`src/rtl/midi_pkg.sv`:
```
// rtl/midi_pkg.sv - shared MIDI event and allocator types
package midi_pkg;

    localparam int MIDI_NOTE_W = 7;
    localparam int MIDI_VEL_W  = 7;

    typedef enum logic [1:0] {
        NOTE_OFF = 2'b00,
        NOTE_ON  = 2'b01,
        ALL_OFF  = 2'b10,
        RSVD     = 2'b11
    } evt_op_t;

    typedef enum logic [1:0] {
        IDLE   = 2'b00,
        SCAN   = 2'b01,
        COMMIT = 2'b10
    } alloc_state_t;

endpackage

```
`src/rtl/midi_voice_allocator.sv`:
```
// rtl/midi_voice_allocator.sv - note-event to voice-slot allocator (retrigger, free, steal oldest)
module midi_voice_allocator
    import midi_pkg::*;
#(
    parameter int VOICES = 8,
    parameter int AGE_W  = $clog2(VOICES)
) (
    input  logic                                    clock,
    input  logic                                    reset,
    input  logic                                    evt_valid,
    output logic                                    evt_ready,
    input  logic [1:0]                              evt_op,
    input  logic [MIDI_NOTE_W-1:0]                  evt_note,
    input  logic [MIDI_VEL_W-1:0]                   evt_vel,
    output logic [VOICES-1:0]                       voice_active,
    output logic [VOICES-1:0][MIDI_NOTE_W-1:0]      voice_note,
    output logic [VOICES-1:0][MIDI_VEL_W-1:0]       voice_vel,
    output logic [VOICES-1:0]                       voice_load,
    output logic [VOICES-1:0]                       voice_release,
    output logic                                    voice_steal
);

    localparam logic [AGE_W-1:0] LAST_IDX = AGE_W'(VOICES - 1);

    alloc_state_t                   state;
    evt_op_t                        ev_op;
    logic [MIDI_NOTE_W-1:0]         ev_note;
    logic [MIDI_VEL_W-1:0]          ev_vel;
    logic [VOICES-1:0][AGE_W-1:0]   age;

    logic [AGE_W-1:0]               scan_idx;
    logic                           match_ok;
    logic [AGE_W-1:0]               match_idx;
    logic                           free_ok;
    logic [AGE_W-1:0]               free_idx;
    logic                           old_ok;
    logic [AGE_W-1:0]               old_idx;
    logic [AGE_W-1:0]               old_age;

    logic [AGE_W-1:0]               tgt;
    logic                           tgt_stolen;

    assign evt_ready = (state == IDLE);

    // Priority: retrigger the same note, else a free slot, else the oldest active one.
    always_comb begin
        tgt        = old_idx;
        tgt_stolen = 1'b0;
        if (match_ok) begin
            tgt = match_idx;
        end else if (free_ok) begin
            tgt = free_idx;
        end else begin
            tgt_stolen = 1'b1;
        end
    end

    always_ff @(posedge clock or posedge reset) begin
        if (reset) begin
            state         <= IDLE;
            ev_op         <= NOTE_OFF;
            ev_note       <= '0;
            ev_vel        <= '0;
            age           <= '0;
            scan_idx      <= '0;
            match_ok      <= 1'b0;
            match_idx     <= '0;
            free_ok       <= 1'b0;
            free_idx      <= '0;
            old_ok        <= 1'b0;
            old_idx       <= '0;
            old_age       <= '0;
            voice_active  <= '0;
            voice_note    <= '0;
            voice_vel     <= '0;
            voice_load    <= '0;
            voice_release <= '0;
            voice_steal   <= 1'b0;
        end else begin
            voice_load    <= '0;
            voice_release <= '0;
            voice_steal   <= 1'b0;
            case (state)
                IDLE: begin
                    if (evt_valid) begin
                        // A note-on with zero velocity is a note-off in MIDI running-status practice.
                        if (evt_op_t'(evt_op) == NOTE_ON && evt_vel == '0) begin
                            ev_op <= NOTE_OFF;
                        end else begin
                            ev_op <= evt_op_t'(evt_op);
                        end
                        ev_note  <= evt_note;
                        ev_vel   <= evt_vel;
                        scan_idx <= '0;
                        match_ok <= 1'b0;
                        free_ok  <= 1'b0;
                        old_ok   <= 1'b0;
                        state    <= SCAN;
                    end
                end
                SCAN: begin
                    if (voice_active[scan_idx] && voice_note[scan_idx] == ev_note && !match_ok) begin
                        match_ok  <= 1'b1;
                        match_idx <= scan_idx;
                    end
                    if (!voice_active[scan_idx] && !free_ok) begin
                        free_ok  <= 1'b1;
                        free_idx <= scan_idx;
                    end
                    // Strict compare keeps the lowest index on equal ages.
                    if (voice_active[scan_idx] && (!old_ok || age[scan_idx] > old_age)) begin
                        old_ok  <= 1'b1;
                        old_idx <= scan_idx;
                        old_age <= age[scan_idx];
                    end
                    if (scan_idx == LAST_IDX) begin
                        state <= COMMIT;
                    end else begin
                        scan_idx <= scan_idx + 1'b1;
                    end
                end
                COMMIT: begin
                    case (ev_op)
                        NOTE_ON: begin
                            for (int i = 0; i < VOICES; i++) begin
                                if (AGE_W'(i) == tgt) begin
                                    age[i] <= '0;
                                end else if (voice_active[i] && age[i] != LAST_IDX) begin
                                    age[i] <= age[i] + 1'b1;
                                end
                            end
                            voice_active[tgt] <= 1'b1;
                            voice_note[tgt]   <= ev_note;
                            voice_vel[tgt]    <= ev_vel;
                            voice_load[tgt]   <= 1'b1;
                            voice_steal       <= tgt_stolen;
                        end
                        NOTE_OFF: begin
                            if (match_ok) begin
                                voice_active[match_idx]  <= 1'b0;
                                voice_release[match_idx] <= 1'b1;
                            end
                        end
                        ALL_OFF: begin
                            voice_release <= voice_active;
                            voice_active  <= '0;
                        end
                        default: begin
                        end
                    endcase
                    state <= IDLE;
                end
                default: state <= IDLE;
            endcase
        end
    end

endmodule

```
`config.mk`:
```
export PLATFORM = sky130hd
export DESIGN_NAME = midi_voice_allocator
export DESIGN_NICKNAME = d
export VERILOG_FILES = /design/src/rtl/midi_pkg.sv /design/src/rtl/midi_voice_allocator.sv
export SDC_FILE = /design/constraint.sdc
export NUM_CORES = 1
export LEC_CHECK = 0
export ABC_CLOCK_PERIOD_IN_PS = 6500
export CORE_MARGIN = 5
export CORE_UTILIZATION = 30
export CTS_CLUSTER_DIAMETER = 120
export CTS_CLUSTER_SIZE = 20
export DETAILED_ROUTE_END_ITERATION = 12
export GPL_ROUTABILITY_DRIVEN = 0
export PLACE_DENSITY_LB_ADDON = 0.12
export SETUP_SLACK_MARGIN = 0.15
export SLEW_MARGIN = 20
export SYNTH_ARGS = -nofsm -noshare
export SYNTH_HDL_FRONTEND = slang
export SYNTH_SLANG_ARGS = --single-unit
```
`constraint.sdc`:
```
create_clock -name clock -period 6.5 [get_ports clock]
set_input_delay 0.975 -clock clock [delete_from_list [all_inputs] [get_ports clock]]
set_output_delay 0.975 -clock clock [all_outputs]
set_load 0.005 [all_outputs]
```
==> results of run 1 <==
[flip-flops by register name, indices dropped and copies added, names as in the netlist]
| signal | cells |
|---|---|
| old_age | 3 |
| old_ok | 1 |
| voice_release | 8 |
| voice_load | 8 |
| free_ok | 1 |
| ev_note | 7 |
| ev_op | 2 |
| free_idx | 3 |
| voice_note | 56 |
| match_ok | 1 |
| voice_vel | 56 |
| age | 24 |
| state | 2 |
| voice_steal | 1 |
| old_idx | 3 |
| ev_vel | 7 |
| match_idx | 3 |
| scan_idx | 3 |
| voice_active | 8 |
[where the power goes]
group | total, W | leakage, nW | internal, W | switching (W)
clock | 0.00107 | 0.276 | 0.000547 | 0.000526
sequential | 0.00151 | 2.71 | 0.00133 | 0.000187
combinational | 0.000655 | 2.23 | 0.000272 | 0.000383
total | 0.00324 | 5.21 | 0.00214 | 0.00110
[layout make-up]
type                    instances  share of cell area
multi-input cells             456              0.3299
clock inverters                14             0.01402
well taps                     390             0.04239
clock buffers                  17             0.03696
inverters                      11            0.004239
flip-flops and latches        197              0.4284
repair buffers                169              0.1441
[layer usage]
metal  track usage  vias to the layer above  routed length, um
li1              -                     2810                  -
met1        0.2174                     3072              12000
met2        0.2479                      133              12190
met3       0.05851                       19               1986
met4       0.03010                        2                221
met5             0                        -                 13
[cells by family after synthesis]
| kind of cell | Yosys count | share of synthesized area |
|---|---|---|
| and+or+nand+nor | 187 | 0.1048 |
| AOI/OAI and AO/OA | 74 | 0.05030 |
| xor gates and xnor gates | 6 | 0.005852 |
| adders and majority gates | 21 | 0.02926 |
| DFF | 197 | 0.5490 |
| muxes | 168 | 0.2327 |
| buffers and inverters | 51 | 0.02814 |
[final timing paths]
path / startpoint / depth (start not counted) / to
worst max-delay path: scan_idx[1] / 10 / old_age[1]
worst min register to register: old_ok / 1 / old_ok
worst max register to register: scan_idx[1] / 10 / old_age[1]
worst min-delay path: old_ok / 1 / old_ok
min in group asynchronous: reset / 2 / voice_load[4]
max in group asynchronous: reset / 3 / voice_note[11]
[worst reg2reg max path, stage by stage (launching register included)]
cell and delay (ns):
dfrtp_1 0.33, buf_4 0.33, mux4_2 0.38, mux2_2 0.29, ha_1 0.29, nor2b_1 0.14, o21a_1 0.11, o21ai_0 0.07
a21oi_1 0.24, nor2b_1 0.53, mux2_2 0.40
[layout by cell type, fill, tap and decap left out, drive strengths merged]
cell type / n
a32oi: 2
nor4: 3
o21ai: 28
clkdlybuf4s50: 156
a22oi: 7
nand2b: 7
nand3b: 9
clkbuf: 17
ha: 21
dfrtp: 197
a22o: 1
o22ai: 12
nand3: 12
mux2: 124
or3b: 1
o21a: 4
a21o: 3
nor2: 23
and2: 1
a31oi: 3
xor2: 4
mux2i: 25
nor4b: 1
clkinv: 3
o211ai: 1
and4: 1
xnor2: 2
nor3: 10
o31ai: 4
buf: 13
nor3b: 8
bufinv: 1
a21oi: 9
nand2: 101
inv: 17
mux4: 19
nor2b: 6
or3: 4
clkinvlp: 4
[metrics by stage]
stage / cell area (sq um) / std cells / util
2_1_floorplan: 8980 / 704 / -
3_3_place_gp: 10920 / 1223 / 0.3696
3_5_place_dp: 10920 / 1223 / 0.3696
4_1_cts: 11510 / 1254 / 0.3894
5_1_grt: 11510 / 1254 / 0.3894
6_report: 11510 / 1254 / 0.3894
==> key figures, run 1 <==
Timing
  – Worst Tran Pin Value: 1.012 ns
  – Final WS setup: 3.284 ns
  – Maximum operating frequency: ~0.31 GHz
  – Final setup violation count: 0
  – Min Hold Slack: between 0.5 and 0.6 ns
  – Tcrit/Tclk final: 0.4948
  – Min Tclk post-route: about 3.2 ns
  – Total negative slack: 0 ns
  – Pins over their slew limit: 0
  – RSZ-0062 raised after global routing: no
  – Max_slew headroom: 0.3238
  – Final Hold Viols: 0
  – Clock Skews: approximately 0.018 ns

Clock tree
  – Inserted Clock Buffers: 17
  – Hold Buf Count CTS: 0
  – H-tree levels: 4
  – Post-CTS Repair Setup Buffers: 0
  – Max Root-Sink Buffers: 2
  – Reg clk slew, reported paths: 0.08 ns
  – Post_cts resized: 0
  – Number of clock sinks: between 150 and 200
  – CTS tree: done
  – Clock latency on the worst-skew pair: around 0.44 ns
  – Clock root buffer master: clkbuf_16

Floorplanning
  – Die Wd: between 150 and 200 um
  – Starting Density: 0.3038
  – Ports: about 160
  – Full die area: around 0.033 sq mm
  – Die Ht: ~180 um
  – Core area: about 0.03 sq mm
  – FP Rows: 63

Global routing
  – First-pass GRT wire length: between 40000 and 50000 um
  – Vias in the first global route: 6411
  – GRT Residual Overflow: 0
  – Gr usage total: 0.1596
  – Initial antenna violation count: 1
  – Maximum number of pins on one net before global-route repair: between 100 and 150

Detailed routing
  – Final ANT Viol Nets: 0
  – Final wirelength: roughly 26000 um
  – Iter 0 DRT Violations: between 200 and 300
  – Drt wl/cell: ~21 um
  – Post-route DRC: 0
  – First-pass DRT Iterations: 5
  – DR vias/cell: 4.813
  – Total number of vias: 6036

Placed design
  – PortBufs: between 150 and 200
  – Post-DP HPWL: around 17000 um
  – Worst slack, placed: between 3 and 4 ns

Setup path
  – Critical path buffers and inverters: 1
  – Worst path required time: between 6 and 7 ns
  – Critical-path cell list: buf_4, mux4_2, mux2_2, ha_1, nor2b_1, o21a_1, o21ai_0, a21oi_1, nor2b_1, mux2_2
  – Startpoint Class: flop
  – Critical path arrival: 3.53 ns
  – CP top delay family: multiplexers
  – CP Class: reg2reg
  – FF-to-FF setup slack: around 3.3 ns
  – CP Capture Type: flop
  – CP peak stage delay: about 0.53 ns
  – Crit path max fanout: 25
  – Slowest cell on crit path: nor2b_1

Layout
  – N_diodes: 0
  – Storage cell area: between 0.004 and 0.005 sq mm
  – Layout Nets: between 800 and 900
  – Area of the multi-input gates: around 0.0038 sq mm
  – Layout cell share with drive strength beyond 1: 0.2315
  – P&R area growth vs syn: 28.19%
  – # fillers: 2874

Power and ir drop
  – Leakage: 5.211 nW
  – PwrDens: approximately 280 mW/mm^2
  – Peak VDD IR: about 0.12 mV
  – Overall Power: about 0.0032 W

Synthesis
  – Avg Inst Size Synth: ~13 sq um
  – Synthesized area: 0.008980 sq mm
  – Biggest area consumer among synthesized cells: dfrtp_1
  – Yosys top cell area share: 0.5490
  – Async S/R FF share, synth: 1.000
  – Flops & latches, synth: a little under 200
  – Ranking of synthesized cells by area: dfrtp_1 (55%), mux2_2 (15%), mux4_2 (4.5%)
  – Most numerous cell in the Yosys netlist: dfrtp_1
  – Commonest cells in the netlist: dfrtp_1 (197), mux2_2 (121), nand2_1 (100)
  – Sequential fraction of the synthesis area: 0.5490
  – Main synth FF type: dfrtp_1
  – Syn nets: 744
  – Library cells used by synthesis: 49
  – Mapped Cells: about 700
  – Warnings, synthesis: 0
  – Post-synth EDFFs: 0

Min path
  – Worst Hold Class: reg2reg

Flow run
  – Max_cap viols: 0

Run status
  – Status: finished clean
Note: power is estimated with default switching activity, not from simulation.
==> inputs of run 2 (changes only) <==
ABC_CLOCK_PERIOD_IN_PS = 2800   (was 6500)
clock period = 2.8 ns   (was 6.5 ns; I/O delays follow)
==> run 2 against run 1 <==
  * Routed wire length increased by 2.0%
  * Design area increased by 4.7%
  * Via count increased by 2.1%
  * Critical path type unchanged
  * Maximum frequency increased by 15%
  * Sequential share of layout area decreased by 1.9 points
  * Clock power increased by 140%
  * Power increased by 150%
  * Largest power group unchanged
  * Combinational power increased to 2.9 times the previous value
  * Final cell count increased by 3.3%
  * Non-clock buffer count increased by 40
  * Register-to-register slack got worse by 3.3 ns
==> key figures, run 2 (same netlist as run 1, synthesis figures left out) <==
Run status
  – Status: finished clean

Clock tree
  – Clock latency on the worst-skew pair: 0.45 ns (about the same)
  – Clock root buffer master: clkbuf_16
  – H-tree levels: 4 (unchanged)
  – Number of clock sinks: 197 (unchanged)
  – Hold Buf Count CTS: 0 (unchanged)
  – Reg clk slew, reported paths: 0.09 ns (about the same)
  – Max Root-Sink Buffers: 2 (unchanged)
  – CTS tree: done
  – Inserted Clock Buffers: 17 (unchanged)

Layout
  – P&R area growth vs syn: 34.21%
  – Layout Nets: 932 (+4.5%)
  – Final Util: 0.4077 (+0.01829)
  – Most common cell after layout, fill and taps aside: dfrtp_1
  – Largest regs: voice_note: 56 flops, voice_vel: 56 flops, age: 24 flops
  – N_diodes: 0 (unchanged)
  – Layout cell share with drive strength beyond 1: 0.2740 (+0.04255)
  – Most frequent cells in the layout: dfrtp_1 (196), clkdlybuf4s50_1 (156), mux2_2 (116)

Floorplanning
  – Core area: 0.02956 sq mm (unchanged)
  – FP Rows: 63 (unchanged)
  – Die Ht: 183.0 um (unchanged)
  – Ports: 157 (unchanged)
  – Starting Density: 0.3038 (unchanged)
  – Die Wd: 183.0 um (unchanged)
  – Full die area: 0.03349 sq mm (unchanged)

Timing
  – Final Hold Viols: 0 (unchanged)
  – Pins over their slew limit: 0 (unchanged)
  – Min Tclk post-route: 2.789 ns (-0.4267 ns)
  – Total negative slack: 0 ns (unchanged)
  – Min Hold Slack: 0.2343 ns (-0.2711 ns)
  – Tcrit/Tclk final: 0.9962 (+0.5014)
  – RSZ-0062 raised after global routing: yes
  – Max_slew headroom: 0.5565 (+0.2327)
  – Maximum operating frequency: 0.3585 GHz (+15%)
  – Clock Skews: 0.01913 ns (+0.001090 ns)
  – Worst Tran Pin Value: 0.6560 ns (-0.3558 ns)
  – Final setup violation count: 0 (unchanged)

Global routing
  – First-pass GRT wire length: 41330 um (+1.3%)
  – Gr usage total: 0.1616 (+0.002014)
  – GRT Residual Overflow: 0 (unchanged)
  – Vias in the first global route: 6512 (+1.6%)
  – Initial antenna violation count: 0 (-1)
  – Maximum number of pins on one net before global-route repair: 82 (-20%)

Detailed routing
  – Iter 0 DRT Violations: 421 (+65%)
  – Total number of vias: 6160 (+2.1%)
  – First-pass DRT Iterations: 5 (unchanged)
  – Final wirelength: 26930 um (+2.0%)
  – Final ANT Viol Nets: 0 (unchanged)
  – Post-route DRC: 0 (unchanged)
  – Drt wl/cell: 20.80 um (-1.2%)
  – DR vias/cell: 4.757 (-1.2%)

Power and ir drop
  – Leakage: 5.493 nW (+5.4%)
  – Overall Power: 0.007942 W (+150%)
  – PwrDens: 659.0 mW/mm^2 (+130%)
  – Peak VDD IR: 0.4041 mV (+220%)

Setup path
  – Crit path max fanout: 6 (-76%)
  – Critical path arrival: 3.11 ns (-0.42 ns)
  – CP Class: reg2reg
  – CP Capture Type: flop
  – Startpoint Class: flop
  – Worst path required time: 3.12 ns (-3.70 ns)

Min path
  – Worst Hold Class: in2async

Flow run
  – Max_cap viols: 0 (unchanged)

Placed design
  – Post-DP HPWL: 18790 um (+7.7%)
  – PortBufs: 156 (unchanged)
[run 2: cell types whose count changed in the layout (fill, tap and decap cells not counted), sizes merged]
cell | before | now
buf | 13 | 53
clkinv | 3 | 9
clkinvlp | 4 | 1
inv | 17 | 15
bufinv | 1 | 0
clkbuf | 17 | 18
[run 2: metrics by stage]
step | std cells | setup slack [ns] | instance area, sq um
floorplan | 704 | -0.1664 | 9027
global placement | 1256 | -0.01213 | 11300
detailed placement | 1256 | -0.01391 | 11300
CTS | 1290 | -0.002508 | 11960
global route | 1295 | -0.1009 | 12050
finish | 1295 | 0.01070 | 12050
[run 2: worst paths after layout]
check                                  start             end  slack, ns  depth (start not counted)
worst max register to register   scan_idx[0]      old_idx[0]       0.01                         10
max in group asynchronous              reset  voice_note[12]       1.85                          3
worst min-delay path                   reset    voice_vel[6]       0.23                          2
worst min register to register  voice_vel[0]    voice_vel[0]       0.51                          1
min in group clock               evt_note[6]      ev_note[6]       0.50                          3
worst max-delay path             scan_idx[0]      old_idx[0]       0.01                         10
[run 2: final cells by class]
cell class,instances,area (sq um)
fill,2820,17510
sequential,197,4931
clock buffer,18,439.2
multi-input combinational,456,3854
clock inverter,14,195.2
tap,390,488.0
inverter,11,45.04
timing repair buffer,209,2100
[run 2: critical path, cell delays in order, from the launching register on]
cell     delay [ns]
dfrtp_2        0.47
mux4_2         0.54
mux2_4         0.30
ha_4           0.27
nor2b_4        0.12
o21a_1         0.13
o21ai_2        0.06
a21oi_2        0.14
nor2b_1        0.16
buf_4          0.18
mux2_4         0.30
[run 2: timing repair]
| action | in CTS | in global routing |
|---|---|---|
| pin swaps | 1 | 4 |
| resized for setup | 2 | 12 |
| setup endpoints to repair | 10 | 10 |
| setup buffers | 2 | 5 |
[run 2: power breakdown]
group | internal, W | total [W] | switching [W] | leakage (nW)
sequential | 0.00308 | 0.00347 | 0.000394 | 2.71
clock | 0.00125 | 0.00257 | 0.00131 | 0.304
combinational | 0.000867 | 0.00190 | 0.00104 | 2.48
total | 0.00520 | 0.00794 | 0.00274 | 5.49
[run 2: metal layers]
| layer | GRT usage | vias to the layer above | routed length, um |
|---|---|---|---|
| met3 | 0.05097 | 9 | 1895 |
| met1 | 0.2205 | 3100 | 12160 |
| li1 | - | 2899 | - |
| met5 | 0 | - | 0 |
| met2 | 0.2578 | 152 | 12730 |
| met4 | 0.02861 | 0 | 149 |
==> inputs of run 3 (changes only) <==
SLEW_MARGIN = 10   (was 20)
==> results of run 3 <==
Final layout, timing and power as in run 2 (identical DEF).
